===== config.mk =====
export PLATFORM = sky130hd
export DESIGN_NAME = pc_fetch_sequencer
export DESIGN_NICKNAME = d
export VERILOG_FILES = /design/src/rtl/pc_fetch_sequencer.sv
export SDC_FILE = /design/constraint.sdc
export NUM_CORES = 1
export LEC_CHECK = 0
export CORE_MARGIN = 2
export CORE_UTILIZATION = 38
export CTS_CLUSTER_DIAMETER = 120
export CTS_CLUSTER_SIZE = 12
export DETAILED_ROUTE_END_ITERATION = 12
export PLACE_DENSITY = 0.82
export SETUP_SLACK_MARGIN = 0.2
export SLEW_MARGIN = 15
export SYNTH_ARGS = -nofsm -noshare
export SYNTH_HDL_FRONTEND = slang
export SYNTH_SLANG_ARGS = --single-unit

===== constraint.sdc =====
create_clock -name clk -period 3.5 [get_ports clk]
set_clock_uncertainty 0.15 [all_clocks]
set_input_delay 0.7 -clock clk [delete_from_list [all_inputs] [get_ports clk]]
set_output_delay 0.7 -clock clk [all_outputs]
set_load 0.01 [all_outputs]

===== src/rtl/pc_fetch_sequencer.sv =====
// pc_fetch_sequencer: owns the PC and runs single-outstanding imem fetches into a decode holding register.
module pc_fetch_sequencer #(
  parameter int WIDTH = 32,
  parameter int INSTR_W = 32,
  parameter logic [WIDTH-1:0] RESET_PC = '0
) (
  input  logic               clk,
  input  logic               rst,
  input  logic               en,
  input  logic               redirect,
  input  logic [WIDTH-1:0]   redirect_pc,
  output logic               imem_req,
  output logic [WIDTH-1:0]   imem_addr,
  input  logic               imem_gnt,
  input  logic               imem_rvalid,
  input  logic [INSTR_W-1:0] imem_rdata,
  output logic               instr_valid,
  output logic [INSTR_W-1:0] instr,
  output logic [WIDTH-1:0]   instr_pc,
  input  logic               instr_ready,
  output logic [WIDTH-1:0]   pc
);
  typedef enum logic [1:0] {IDLE, REQ, WAIT, HOLD} state_e;
  state_e state_q, state_d;
  logic [WIDTH-1:0] pc_q, pc_d, instr_pc_q, instr_pc_d;
  logic [INSTR_W-1:0] instr_q, instr_d;
  logic squash_q, squash_d, fire;
  always_ff @(posedge clk or posedge rst) begin
    if (rst) begin
      state_q    <= IDLE;
      pc_q       <= RESET_PC;
      squash_q   <= 1'b0;
      instr_q    <= '0;
      instr_pc_q <= '0;
    end else begin
      state_q    <= state_d;
      pc_q       <= pc_d;
      squash_q   <= squash_d;
      instr_q    <= instr_d;
      instr_pc_q <= instr_pc_d;
    end
  end
  always_comb begin
    state_d = state_q;
    case (state_q)
      IDLE: state_d = en ? REQ : IDLE;
      REQ:  state_d = imem_gnt ? WAIT : (en ? REQ : IDLE);
      WAIT: state_d = !imem_rvalid ? WAIT : (squash_q || redirect) ? (en ? REQ : IDLE) : HOLD;
      HOLD: state_d = (instr_ready || redirect) ? (en ? REQ : IDLE) : HOLD;
      default: state_d = IDLE;
    endcase
  end
  // a response only lands when the granted address is still the one we want
  always_comb begin
    fire       = state_q == WAIT && imem_rvalid && !squash_q && !redirect;
    pc_d       = redirect ? (redirect_pc & ~WIDTH'(3)) : fire ? pc_q + WIDTH'(4) : pc_q;
    squash_d   = state_q == REQ ? (imem_gnt && redirect) :
                 state_q == WAIT ? (!imem_rvalid && (squash_q || redirect)) : 1'b0;
    instr_d    = fire ? imem_rdata : instr_q;
    instr_pc_d = fire ? pc_q : instr_pc_q;
  end
  always_comb begin
    imem_req    = state_q == REQ;
    instr_valid = state_q == HOLD;
  end
  assign imem_addr = pc_q;
  assign pc        = pc_q;
  assign instr     = instr_q;
  assign instr_pc  = instr_pc_q;
endmodule


# Yosys cells after proc, flatten, opt, wreduce, memory -nomap -nowiden
# Index checks and enable logic that the tools add are counted.
[totals] ff_bits=99 inputBits=71 word_cells=31
[classes] n_addsub=1 eq_ne=3 mux=10 reduce_logical=12
[ops] op="2-to-1 mux 32 bit" n=2
[ops] op="adder 32 x 3 -> 32 bit, second input constant" n=1
[ops] op="2-to-1 mux 2 bit" n=4
[ops] op="one-hot mux 2 bit (4 select lines)" n=1
[ops] op="logical AND 1 bit" n=5
[ops] op="== test 2 bit, second input constant" n=2
[ops] op="zero test 1 bit" n=3
[ops] op="2-to-1 mux 1 bit" n=3
[ops] op="== test 2 x 1 -> 1 bit, second input constant" n=1
[ops] op="zero test 2 bit" n=1
[ops] op="logical OR 1 bit" n=2
[ops] op="nonzero test 2 bit" n=1

# Longest topological paths before layout
# Gate-level depths: netlist of the first run.
[depth] depth_word=6 depth_mapped=6 ltp_nobuf=5

# Least setup slack after synthesis of the first run
# No wires, ideal clock.
[synth_timing] path_kind="input -> register" from="input imem_rvalid" to="register pc_q[17] (netlist: imem_addr[17])" setup_time_ns=0.082 arrival_ns=2.114 t_required_ns=3.268 slack_ns=1.154 stages=6 n_path_buf=2 cell_sequence="nand4bb_1 buf_2 or3_1 buf_2 or4_1 a31oi_1"
[synth_between] elab_chain_cells=4
[synth_rtl] element="from (decl)" line="15" source="input logic imem_rvalid,"
[synth_rtl] element="logical AND 1 bit (3 in a row)" line="55" source="fire = state_q == WAIT && imem_rvalid && !squash_q && !redirect;"
[synth_rtl] element="nonzero test 2 bit (no source line)"
[synth_rtl] element="to (signal assigned)" line="37" source="pc_q <= pc_d;"
[synth_rtl] element="to (decl)" line="25" source="logic [WIDTH-1:0] pc_q, pc_d, instr_pc_q, instr_pc_d;"
# Every way passes these cells.
# A chain may end at the register's enable or synchronous reset.

# Worst setup path after layout of the first run
[layout_timing] from="input imem_rvalid" to="register pc_q[24] (netlist: imem_addr[24])"
# The elaborated chain is that of the path after synthesis.

==> results of run 1 <==
## layout make-up
class	instances	area share [%]
Clock inverter	4	0.673
Timing Repair Buffer	200	30.0
Clock buffer	12	3.68
Sequential cell	95	35.5
Multi-Input combinational cell	247	27.0
Tap cell	143	2.67
Inverter	8	0.504
## power by group through the flow
stage	logic [uW]	clock network (uW)	registers (uW)
after floorplan	565	0	1930
after global placement	1730	0	1760
after detailed placement	1760	0	1790
after CTS	1770	995	1770
after global routing	1860	1040	1830
final	1750	970	1770
## critical path: stages
cell             delay, ps
clkdlybuf4s50_1        520
nand4bb_1              190
or4_1                  790
or4_1                  540
a31oi_1                190
## flip-flops by register name, summed over array words and instances, names as in the netlist
signal     flops
instr         32
imem_addr     30
instr_pc      30
state_q        2
squash_q       1
## cells in the final DEF, fill, tap and decap left out, types with 4 or more instances in the layout
| cell type | synthesis | final |
|---|---|---|
| clkdlybuf4s50_1 | 0 | 192 |
| clkbuf_16 | 0 | 9 |
| nor2_1 | 14 | 13 |
| nand3_1 | 10 | 10 |
| o31ai_1 | 7 | 7 |
| dfrtp_1 | 95 | 95 |
| nand4_1 | 12 | 12 |
| or3_1 | 7 | 7 |
| conb_1 | 1 | 6 |
| o21ai_0 | 18 | 18 |
| or4_1 | 14 | 14 |
| buf_4 | 36 | 6 |
| inv_1 | 8 | 7 |
| mux2_2 | 62 | 62 |
| a31oi_1 | 10 | 10 |
| xnor2_1 | 8 | 8 |
| nor4_1 | 7 | 7 |
| nand2_1 | 32 | 32 |
| o211ai_1 | 4 | 4 |
| nor3_1 | 7 | 7 |
## routing by layer
layer	global-route usage, %	up-vias
li1	-	1734
met1	24.2	1837
met2	33.1	164
met3	5.36	6
met4	4.47	0
met5	0	-
## metrics by stage
step	worst slack, ps	instance area [um^2]	total power (uW)	hold slack [ps]	std cells
CTS	684	6700	4540	359	709
floorplan	1150	4560	2500	349	405
finish	672	6700	4480	355	709
detailed placement	343	6400	3550	345	693
global route	515	6700	4730	369	709
global placement	371	6400	3490	337	693
## worst min-delay path by stage
stage,start,to,slack [ps],cells after the start
after detailed placement,instr[20],instr[20],340,1
after global routing,instr_pc[22],instr_pc[22],370,1
after global placement,instr[20],instr[20],340,1
final,instr[4],instr[4],350,1
after floorplan,squash_q,squash_q,350,2
after CTS,instr_pc[5],instr_pc[5],360,1
## kinds of logic after synthesis
family                   synth area share [%]
AO/OA/AOI/OAI                            6.86
XOR/XNOR                                 2.12
adder cells (fa/ha/maj)                 0.275
buffers and inverters                    8.43
flip-flops                               52.3
multiplexers                             16.0
other                                  0.0826
AND/OR/NAND/NOR                          13.9
==> impl_metrics.toml, run 1 <==
[synth]
synth_commonest_cells = "dfrtp_1 (95), mux2_2 (62), buf_4 (36)"
syn_area_um2 = 4540
synth_area_leader_cell = "dfrtp_1"
yosysTopAreaCellShare_pct = 52.3
synth_cells = 400
synth.distinct_cells = 41
syn_area_per_cell_um2 = 11.4
synthMostInstantiatedCell = "dfrtp_1"
synth_area_leaders = "dfrtp_1 (52%), mux2_2 (15%), buf_4 (6.0%), nand2_1 (2.6%), or4_1 (2.3%)"
seq_area_frac_synth_pct = 52.3
ys_async_sr_fraction_pct = 100
synth_warnings = 0
synth-seq-cells = 95
ys.flop_type = "dfrtp_1"
synth_edf_count = 0

[die]
start_util_pct = 39.3
die_x_um = 113
core-area_um2 = 11600
ioPinCount = 201
dieArea_um2 = 12800
row_count = 39
dieHeight_um = 113

[power_and_ir_drop]
swShare_pct = 28.9
internal-power_uw = 3190
p_leak_uw = 0.00267
clockPowerShare_pct = 21.6
vdd_drop_max_mv = 0.370
p_seq_share_pct = 39.4
powerDensity_nw_per_um2 = 669
p_comb_share_pct = 39.0
switchingPower_uw = 1290

[setup_path]
crit_path_max_fanout = 13
critPathCaptureType = "flip-flop"
critPathLaunch = "imem_rvalid"
rr_endpoint = "imem_addr[24]"
path_class = "primary input to flip-flop"
start_kind = "primary input"
rr_startpoint = "imem_addr[2]"
critPathCapture = "imem_addr[24]"
reg2reg_slack_ps = 780
arrival_ps = 2930
reg2regPathDepth = 5
cp_data_required_time_ps = 3610

[timing]
relSlewSlack_pct = 58.4
slew_violations = 0
min_period_over_period_pct = 80.8
tightest_slew_ps = 623
rsz0062_at_grt = "no"
fmax_ghz = 0.354
setup_viol = 0
tns_ps = 0
finalHoldViolations = 0
period_needed_ps = 2830

[final_layout]
diodes = 0
multi_input_area_um2 = 1810
drive_gt1_share_pct = 16.1
final_nets = 633
final_util_pct = 57.9
nFillCells = 969
regArea_um2 = 2380
area_delta_synth_final_pct = 47.4

[clock_network]
root_buffer = "clkbuf_16"
clk_pin_slew_ps = 60
post_cts_buffers = 0
cts_hold_buf = 0
cts_resized = 0
cts_inserted_buffers = 9
clockBufferDepth = 2
clk_latency_ps = 340
h-tree-depth = 3
cts_sinks = 95
cts_tree = "done"

[worst_hold_path]
min_path_type = "flip-flop to flip-flop"

[drt]
wl_per_cell_um = 17.2
ant_nets = 0
route.met2.wl_um = 6150
drt-met1-wl_um = 5040
firstDrtPassIters = 4
vias_per_cell = 5.28
wl_met3_um = 883
highest_layer = "met4"
drt_iter0_drc = 229
vias = 3741
drt_wl_total_um = 12200
drc = 0

[grt]
grt_usage_pct = 19.2
grt_max_degree = 70
first_global_vias = 3833
grt_pass1_wl_um = 19700
grt_overflow = 0
antenna_found_initial = 0

[placed_design]
dp_hpwl_um = 8820
place.gp.congestion = 0.809
port_buffers = 192

[flow_run]
drv_cap = 0

[run_status]
status = "completed"
No activity file was read; power rests on OpenSTA's default activity.
==> run 2, diff against run 1 <==
==> constraint.sdc (replaced) <==
create_clock -name clk -period 2.6 [get_ports clk]
set_clock_uncertainty 0.15 [all_clocks]
set_input_delay 0.52 -clock clk [delete_from_list [all_inputs] [get_ports clk]]
set_output_delay 0.52 -clock clk [all_outputs]
set_load 0.01 [all_outputs]
==> impl_metrics.toml, run 2 (synthesized netlist as in run 1, its figures left out) <==
[run_status]
status = "completed"

[final_layout]
mostFrequentLayoutCells = "clkdlybuf4s50_1 (191), dfrtp_1 (94), mux2_2 (62), nand2_1 (32), buf_4 (27)"
multi_input_area_um2 = 1840
nFillCells = 950
largest_reg_flops = 32
finalNonFillerCells = 731
drive_gt1_share_pct = 20.4
area_delta_synth_final_pct = 52.8
final_util_pct = 60.0
layout_commonest_cell = "clkdlybuf4s50_1"
regArea_um2 = 2380
final_nets = 656
diodes = 0

[flow_run]
drv_cap = 0

[grt]
antenna_found_initial = 0
grt_overflow = 0
first_global_vias = 4086
grt_usage_pct = 20.1
grt_max_degree = 40
grt_use_met3_pct = 4.18
grt_pass1_wl_um = 20500
busiest_layer = "met2"
grtUsageMet1_pct = 24.5
grt_use_met2_pct = 35.0

[setup_path]
critPathCaptureType = "flip-flop"
rr_startpoint = "imem_addr[15]"
crit_path_max_fanout = 10
cp_data_required_time_ps = 2710
arrival_ps = 2380
reg2reg_slack_ps = 330
start_kind = "flip-flop"
critPathLaunch = "imem_addr[15]"
path_class = "flip-flop to flip-flop"
rr_endpoint = "imem_addr[29]"
reg2regPathDepth = 4
critPathCapture = "imem_addr[29]"

[clock_network]
post_cts_buffers = 0
cts_hold_buf = 0
clk_latency_ps = 340
cts_inserted_buffers = 9
root_buffer = "clkbuf_16"
h-tree-depth = 3
cts_tree = "done"
cts_sinks = 95
clockBufferDepth = 2
clk_pin_slew_ps = 60

[die]
dieHeight_um = 113
start_util_pct = 39.3
die_x_um = 113
ioPinCount = 201
core-area_um2 = 11600
row_count = 39
dieArea_um2 = 12800

[timing]
finalHoldViolations = 0
fmax_ghz = 0.440
setup_viol = 0
rsz0062_at_grt = "no"
slew_violations = 0
setup_slack_ps = 328
period_needed_ps = 2270
min_period_over_period_pct = 87.4

[drt]
wl_per_cell_um = 17.4
ant_nets = 0
drc = 0
firstDrtPassIters = 5
vias_per_cell = 5.25
drt_wl_total_um = 12700
vias = 3835
drt_iter0_drc = 187

[power_and_ir_drop]
powerDensity_nw_per_um2 = 883
p_leak_uw = 0.00280
vdd_drop_max_mv = 0.495

[placed_design]
dp_hpwl_um = 9450
dp.cells = 716
port_buffers = 192
pre_cts_ws_ps = -352
place.gp.congestion = 0.837

[worst_hold_path]
min_path_type = "flip-flop to flip-flop"
[run 2: cell types whose count changed in the layout (fill, tap and decap cells not counted), sizes merged]
| cell | change |
|---|---|
| dlymetal6s2s | +1 |
| clkdlybuf4s50 | -1 |
| buf | +23 |
| clkinvlp | +1 |
| clkinv | -2 |
[run 2: where the power goes]
| part | internal [uW] | switching [uW] |
|---|---|---|
| Combinational | 1560 | 902 |
| Clock | 791 | 537 |
| Sequential | 2020 | 328 |
| Total | 4360 | 1770 |
[run 2: area by class of cell]
type / count / area share [%]
clock buffers: 12 / 3.70
well taps: 143 / 2.58
inverters: 8 / 0.487
clock inverters: 3 / 0.613
multi-input cells: 247 / 26.5
flip-flops and latches: 95 / 34.3
repair buffers: 223 / 31.8
[run 2: metal layers]
metal,vias to the layer above,wire length (um)
met1,1868,5150
met4,0,196
met2,176,6550
li1,1775,-
met3,16,813
met5,-,0
[run 2: worst max-delay path: stages (launching register included)]
cell     delay (ps)
dfrtp_1         470
nand4_1         230
or4_4           620
or4_1           530
a31oi_1         190
[run 2: worst min-delay path by stage]
| stage | startpoint | to | slack [ps] | depth (start not counted) |
|---|---|---|---|---|
| floorplan | squash_q | squash_q | 350 | 2 |
| CTS | instr[27] | instr[27] | 360 | 1 |
| finish | instr[27] | instr[27] | 360 | 1 |
| detailed placement | instr[27] | instr[27] | 340 | 1 |
| global route | instr[8] | instr[8] | 370 | 1 |
| global placement | instr[20] | instr[20] | 340 | 1 |
[run 2: timing repair]
action | in CTS | in global routing
setup endpoints to repair | 9 | 10
gates resized for setup | 3 | 5
pin swaps | 2 | 0
[run 2: metrics by stage]
stage          cell area, um^2  total power [uW]  hold slack (ps)  TNS [ps]
6_report                  6940              6130              356         0
5_1_grt                   6940              6460              370         0
4_1_cts                   6910              6200              359         0
3_5_place_dp              6600              4840              345     -3070
3_3_place_gp              6600              4750              339     -2280
2_1_floorplan             4560              3360              349         0
